File: config.mk
export PLATFORM = sky130hd
export DESIGN_NAME = cdb_arbiter
export DESIGN_NICKNAME = d
export VERILOG_FILES = /design/src/rtl/cdb_arbiter_pkg.sv /design/src/rtl/cdb_arbiter_rr_picker.sv /design/src/rtl/cdb_arbiter.sv
export SDC_FILE = /design/constraint.sdc
export NUM_CORES = 1
export LEC_CHECK = 0
export ABC_AREA = 1
export CORE_UTILIZATION = 51
export CTS_CLUSTER_DIAMETER = 120
export DETAILED_ROUTE_END_ITERATION = 6
export PLACE_DENSITY = 0.81
export SLEW_MARGIN = 10
export SYNTH_ARGS = -nofsm -noshare
export SYNTH_HDL_FRONTEND = slang
export SYNTH_SLANG_ARGS = --single-unit
File: constraint.sdc
create_clock -name clk -period 4.2 [get_ports clk]
set_clock_uncertainty 0.1 [all_clocks]
set_input_delay 0.84 -clock clk [delete_from_list [all_inputs] [get_ports clk]]
set_output_delay 0.84 -clock clk [all_outputs]
set_load 0.02 [all_outputs]
File: src/rtl/cdb_arbiter_pkg.sv
// Shared types and helpers for the common-data-bus arbiter of the Tomasulo core.
package cdb_arbiter_pkg;

  localparam int NUM_CDB_REQ = 4;
  localparam int CDB_DATA_W  = 32;
  localparam int CDB_TAG_W   = 3;

  // Index width that stays legal for a single requester.
  function automatic int idx_w(input int n);
    return (n > 1) ? $clog2(n) : 1;
  endfunction

  // Round-robin successor of a granted index.
  function automatic int next_idx(input int g, input int n);
    return (g + 1) % n;
  endfunction

  localparam int CDB_SRC_W = idx_w(NUM_CDB_REQ);

  typedef logic [CDB_SRC_W-1:0] cdb_src_t;

  typedef struct packed {
    logic [CDB_DATA_W-1:0] data;
    logic [CDB_TAG_W-1:0]  tag;
    logic                  valid;
  } cdb_req_t;

  typedef struct packed {
    logic [CDB_DATA_W-1:0] data;
    logic [CDB_TAG_W-1:0]  tag;
    logic                  request;
  } cdb_data_t;

endpackage

File: src/rtl/cdb_arbiter_rr_picker.sv
// Combinational rotating-priority picker: first held slot at or after rr_ptr wins.
module rr_picker
  import cdb_arbiter_pkg::*;
#(
  parameter int NUM_REQ = NUM_CDB_REQ,
  localparam int IDX_W  = idx_w(NUM_REQ)
) (
  input  logic [NUM_REQ-1:0] held_i,
  input  logic [IDX_W-1:0]   rr_ptr_i,
  output logic [NUM_REQ-1:0] grant_o,
  output logic [IDX_W-1:0]   grant_idx_o,
  output logic               any_o
);

  always_comb begin
    logic [IDX_W-1:0] cand;
    grant_o     = '0;
    grant_idx_o = '0;
    any_o       = 1'b0;
    cand        = '0;
    for (int k = 0; k < NUM_REQ; k++) begin
      cand = IDX_W'((int'(rr_ptr_i) + k) % NUM_REQ);
      if (!any_o && held_i[cand]) begin
        grant_o[cand] = 1'b1;
        grant_idx_o   = cand;
        any_o         = 1'b1;
      end
    end
  end

endmodule

File: src/rtl/cdb_arbiter.sv
// Round-robin CDB arbiter with one holding slot per functional unit and a registered bus.
// Optional per-unit stall counters are built when CDB_ARB_STATS_EN is defined.
module cdb_arbiter
  import cdb_arbiter_pkg::*;
#(
  parameter int NUM_REQ = NUM_CDB_REQ,
  parameter int DATA_W  = CDB_DATA_W,
  parameter int TAG_W   = CDB_TAG_W,
  localparam int SRC_W  = idx_w(NUM_REQ)
) (
  input  logic                           clk,
  input  logic                           rst,
  input  logic                           flush,
  input  logic [NUM_REQ-1:0]             req_valid,
  input  logic [NUM_REQ-1:0][DATA_W-1:0] req_data,
  input  logic [NUM_REQ-1:0][TAG_W-1:0]  req_tag,
  output logic [NUM_REQ-1:0]             req_ready,
  output logic                           cdb_valid,
  output logic [DATA_W-1:0]              cdb_data,
  output logic [TAG_W-1:0]               cdb_tag,
  output logic [SRC_W-1:0]               cdb_src
`ifdef CDB_ARB_STATS_EN
  ,
  output logic [NUM_REQ-1:0][15:0]       stall_cnt
`endif
);

  logic [NUM_REQ-1:0]             held_q, held_d;
  logic [NUM_REQ-1:0][DATA_W-1:0] slot_data_q;
  logic [NUM_REQ-1:0][TAG_W-1:0]  slot_tag_q;
  logic [SRC_W-1:0]               rr_ptr_q, rr_ptr_d;
  logic                           cdb_valid_q;
  logic [DATA_W-1:0]              cdb_data_q;
  logic [TAG_W-1:0]               cdb_tag_q;
  logic [SRC_W-1:0]               cdb_src_q;

  logic [NUM_REQ-1:0] grant;
  logic [SRC_W-1:0]   grant_idx;
  logic               grant_any;
  logic [NUM_REQ-1:0] accept;

  rr_picker #(.NUM_REQ(NUM_REQ)) u_picker (
    .held_i      (held_q),
    .rr_ptr_i    (rr_ptr_q),
    .grant_o     (grant),
    .grant_idx_o (grant_idx),
    .any_o       (grant_any)
  );

  // Ready depends only on state, rst and flush; a granted slot may refill in the same cycle.
  always_comb begin
    if (rst)        req_ready = '0;
    else if (flush) req_ready = '1;
    else            req_ready = ~held_q | grant;
  end

  assign accept = req_valid & req_ready & {NUM_REQ{~flush}};

  always_comb begin
    held_d   = (held_q & ~grant) | accept;
    rr_ptr_d = rr_ptr_q;
    if (grant_any) rr_ptr_d = SRC_W'(next_idx(int'(grant_idx), NUM_REQ));
    if (flush) begin
      held_d   = '0;
      rr_ptr_d = '0;
    end
  end

  always_ff @(posedge clk) begin
    if (rst) begin
      held_q   <= '0;
      rr_ptr_q <= '0;
    end else begin
      held_q   <= held_d;
      rr_ptr_q <= rr_ptr_d;
    end
  end

  // Holding slots carry no reset; held_q alone qualifies their contents.
  always_ff @(posedge clk) begin
    for (int i = 0; i < NUM_REQ; i++) begin
      if (accept[i]) begin
        slot_data_q[i] <= req_data[i];
        slot_tag_q[i]  <= req_tag[i];
      end
    end
  end

  // Bus payload holds its last value on idle cycles; only the valid pulses.
  always_ff @(posedge clk) begin
    if (rst) begin
      cdb_valid_q <= 1'b0;
      cdb_data_q  <= '0;
      cdb_tag_q   <= '0;
      cdb_src_q   <= '0;
    end else if (flush || !grant_any) begin
      cdb_valid_q <= 1'b0;
    end else begin
      cdb_valid_q <= 1'b1;
      cdb_data_q  <= slot_data_q[grant_idx];
      cdb_tag_q   <= slot_tag_q[grant_idx];
      cdb_src_q   <= grant_idx;
    end
  end

  assign cdb_valid = cdb_valid_q;
  assign cdb_data  = cdb_data_q;
  assign cdb_tag   = cdb_tag_q;
  assign cdb_src   = cdb_src_q;

`ifdef CDB_ARB_STATS_EN
  logic [NUM_REQ-1:0][15:0] stall_cnt_q;

  // Saturating per-unit stall counters; flush does not clear them.
  always_ff @(posedge clk) begin
    if (rst) begin
      stall_cnt_q <= '0;
    end else begin
      for (int i = 0; i < NUM_REQ; i++) begin
        if (held_q[i] && !grant[i] && !flush && stall_cnt_q[i] != 16'hFFFF)
          stall_cnt_q[i] <= stall_cnt_q[i] + 16'd1;
      end
    end
  end

  assign stall_cnt = stall_cnt_q;
`endif

endmodule

==> impl_metrics.tcl <==
set metrics [dict create \
    grt_first_pass_wirelength_um 33000 \
    drive_gt1_share_pct 7.39 \
    grt_use_total_pct 26.7 \
    grt-ovfl-total 0 \
    cts_made_buffers 17 \
    syn_to_final_growth_pct 31.0 \
    clock_sinks 184 \
    io_buffers 188 \
    die_area_um2 16800 \
    syn_area_per_cell_um2 9.48 \
    critPathMaxFanout 14 \
    p_seq_share_pct 32.5 \
    ir_drop_mv 0.434 \
    cp-end-kind "output port" \
    final_nets 1209 \
    place.detailed.hpwl_um 14500 \
    drv_cap 0 \
    drt-pass1-iter-count 5 \
    htree_num_levels 4 \
    path_class "flip-flop to output port" \
    gr-usage-met1_pct 35.9 \
    yosysTopAreaCell "edfxtp_1" \
    synth_cell_types 31 \
    cp.arrival_ns 2.95 \
    antenna_found_initial 0 \
    fin_crit_sh_pct 92.7 \
    first_global_vias 6405 \
    comb_power_share_pct 46.7 \
    start_util_pct 52.4 \
    grt-busiest-layer "met2" \
    crit_path_end "req_ready[3]" \
    maxSlewHeadroom_pct 46.8 \
    dr.first_iter.drc_count 620 \
    timing.rr.start "rr_ptr_q[0]" \
    hp-class "flip-flop to flip-flop" \
    die_w_um 130 \
    final_cell_mix "214 x nand3_1, 198 x inv_1, 187 x clkdlybuf4s50_1" \
    power.switching_mw 2.98 \
    status "finished, final reports clean" \
    ys_seq_area_share_pct 61.1 \
    root_buffer "clkbuf_16" \
    grt_setup_unrepaired "false" \
    leakage_nw 4.84 \
    ant_nets 0 \
    gp_congestion 0.854 \
    row_count 46 \
    hold_viol 0 \
    synthCells 878 \
    ios 189 \
    ff2ff_setup_slack_ns 1.07 \
    slew_viol_final 0 \
    netSwitchingFraction_pct 41.6 \
    r2r_cells 10 \
    p_clk_share_pct 20.8 \
    start_kind "flip-flop" \
    reg2reg_to "slot_data_q[114]" \
    p_int_mw 4.17 \
    synth_warnings 0 \
    cp-startpoint "rr_ptr_q[0]" \
    clock.fmax_mhz 257 \
    wl_per_cell_um 16.7 \
    mappedNetlistArea_um2 8320 \
    setup-tns-final_ns 0 \
    powerDensity_nw_per_um2 656 \
    ys_ff_latch 184 \
    period_minus_slack_ns 3.89 \
    final_common_cell "nand3_1" \
    cts_buffer_depth 2 \
    whs_ns 0.433 \
    total_power_mw 7.15 \
    die_h_um 130 \
    holdBufCountCts 0 \
    clk_latency_ns 0.44 \
    post_cts_buffers 0 \
    vias 6720 \
    yosys.area.top_type_share_pct 50.5 \
    use_met2_pct 43.3 \
    setup_viol 0 \
    grt_max_degree 51 \
    drc_errors 0 \
    synth_area_leaders "edfxtp_1 51%, nand3_1 13%, dfxtp_1 11%" \
    synth_nets 1031 \
    core_area_um2 15900 \
    critPathRequiredTime_ns 3.26 \
    utilization_pct 68.6 \
    totalWireLength_um 21500 \
    met3_usage_pct 4.31 \
    cts_tree "done" \
    clk_pin_slew_worst_paths_ns 0.07 \
    viasPerCell 5.23 \
    worst_pin_slew_ns 0.799 \
    n_antenna_cell 0 \
]
## synthesized netlist by cell type, drive strengths merged
cell	number
buf	37
nand3	224
o2111ai	2
o21ai	9
nand2	108
a31oi	1
nor2	72
xnor2	1
nand3b	1
and3	4
dfxtp	44
ha	6
edfxtp	140
clkbuf	8
nand4	8
a21boi	1
inv	201
a22oi	4
a21oi	7
## worst min path at each step
stage / slack, ns / cells past startpoint / from / end
detailed placement: 0.43 / 4 / cdb_data[31] / cdb_data[31]
global route: 0.50 / 4 / cdb_data[21] / cdb_data[21]
global placement: 0.43 / 4 / cdb_data[31] / cdb_data[31]
CTS: 0.44 / 4 / cdb_data[31] / cdb_data[31]
finish: 0.43 / 4 / cdb_data[31] / cdb_data[31]
floorplan: 0.42 / 2 / held_q[0] / held_q[0]
## layout make-up
class	instances	area, µm²
clock inverter	15	109
multi-input combinational	448	2220
clock buffer	17	425
sequential	184	5090
fill	1189	4990
inverter	201	757
tap	216	270
timing repair buffer	204	2020
## cell families (layout without fill, tap and decap cells)
| kind of cell | Yosys count | after routing | synth area share [%] |
|---|---|---|---|
| simple gates | 417 | 417 | 23.8 |
| xor+xnor | 1 | 1 | 0.105 |
| buf+inv | 246 | 437 | 12.3 |
| compound gates | 24 | 24 | 1.74 |
| flops | 184 | 184 | 61.1 |
| fa+ha+maj | 6 | 6 | 0.902 |
## state kept, by name, indices dropped and copies added (netlist names)
name,count
rr_ptr_q,2
cdb_valid,1
slot_data_q,128
slot_tag_q,12
cdb_src,2
held_q,4
cdb_tag,3
cdb_data,32
## repair_timing
item                       in CTS  in global routing
gates resized for setup         1                  4
pin swaps                       0                  0
setup endpoints to repair       4                  4
## per-layer routing
layer	wire [µm]	part of all wire (%)
met5	0	0
met1	8960	42
met3	1660	7.7
met4	464	2.2
met2	10400	48
## metrics by stage
stage                     area, µm²  worst slack (ns)  std cells
final                         10900             0.306       1285
after global routing          10900            0.0742       1285
after CTS                     10900            0.0958       1285
after detailed placement      10400             0.383       1253
after global placement        10400             0.413       1253
after floorplan                8320              1.04        878
## power groups by stage
stage | Clock (mW) | Combinational, mW | Sequential [mW]
6_report | 1.48 | 3.34 | 2.32
3_5_place_dp | 0 | 3.30 | 2.36
4_1_cts | 1.49 | 3.32 | 2.32
3_3_place_gp | 0 | 3.23 | 2.35
2_1_floorplan | 0 | 2.12 | 2.52
5_1_grt | 1.57 | 3.64 | 2.35
## worst max-delay path, stage by stage (launching register included)
cell             delay, ns
dfxtp_4               0.45
inv_4                 0.11
ha_2                  0.40
inv_1                 0.08
nand3_1               0.09
nand2_1               0.10
nor2_2                0.24
a22oi_1               0.12
nand4_1               0.17
o21ai_0               0.09
inv_1                 0.06
clkdlybuf4s50_1       0.59
No activity file was read; power rests on OpenSTA's default activity.
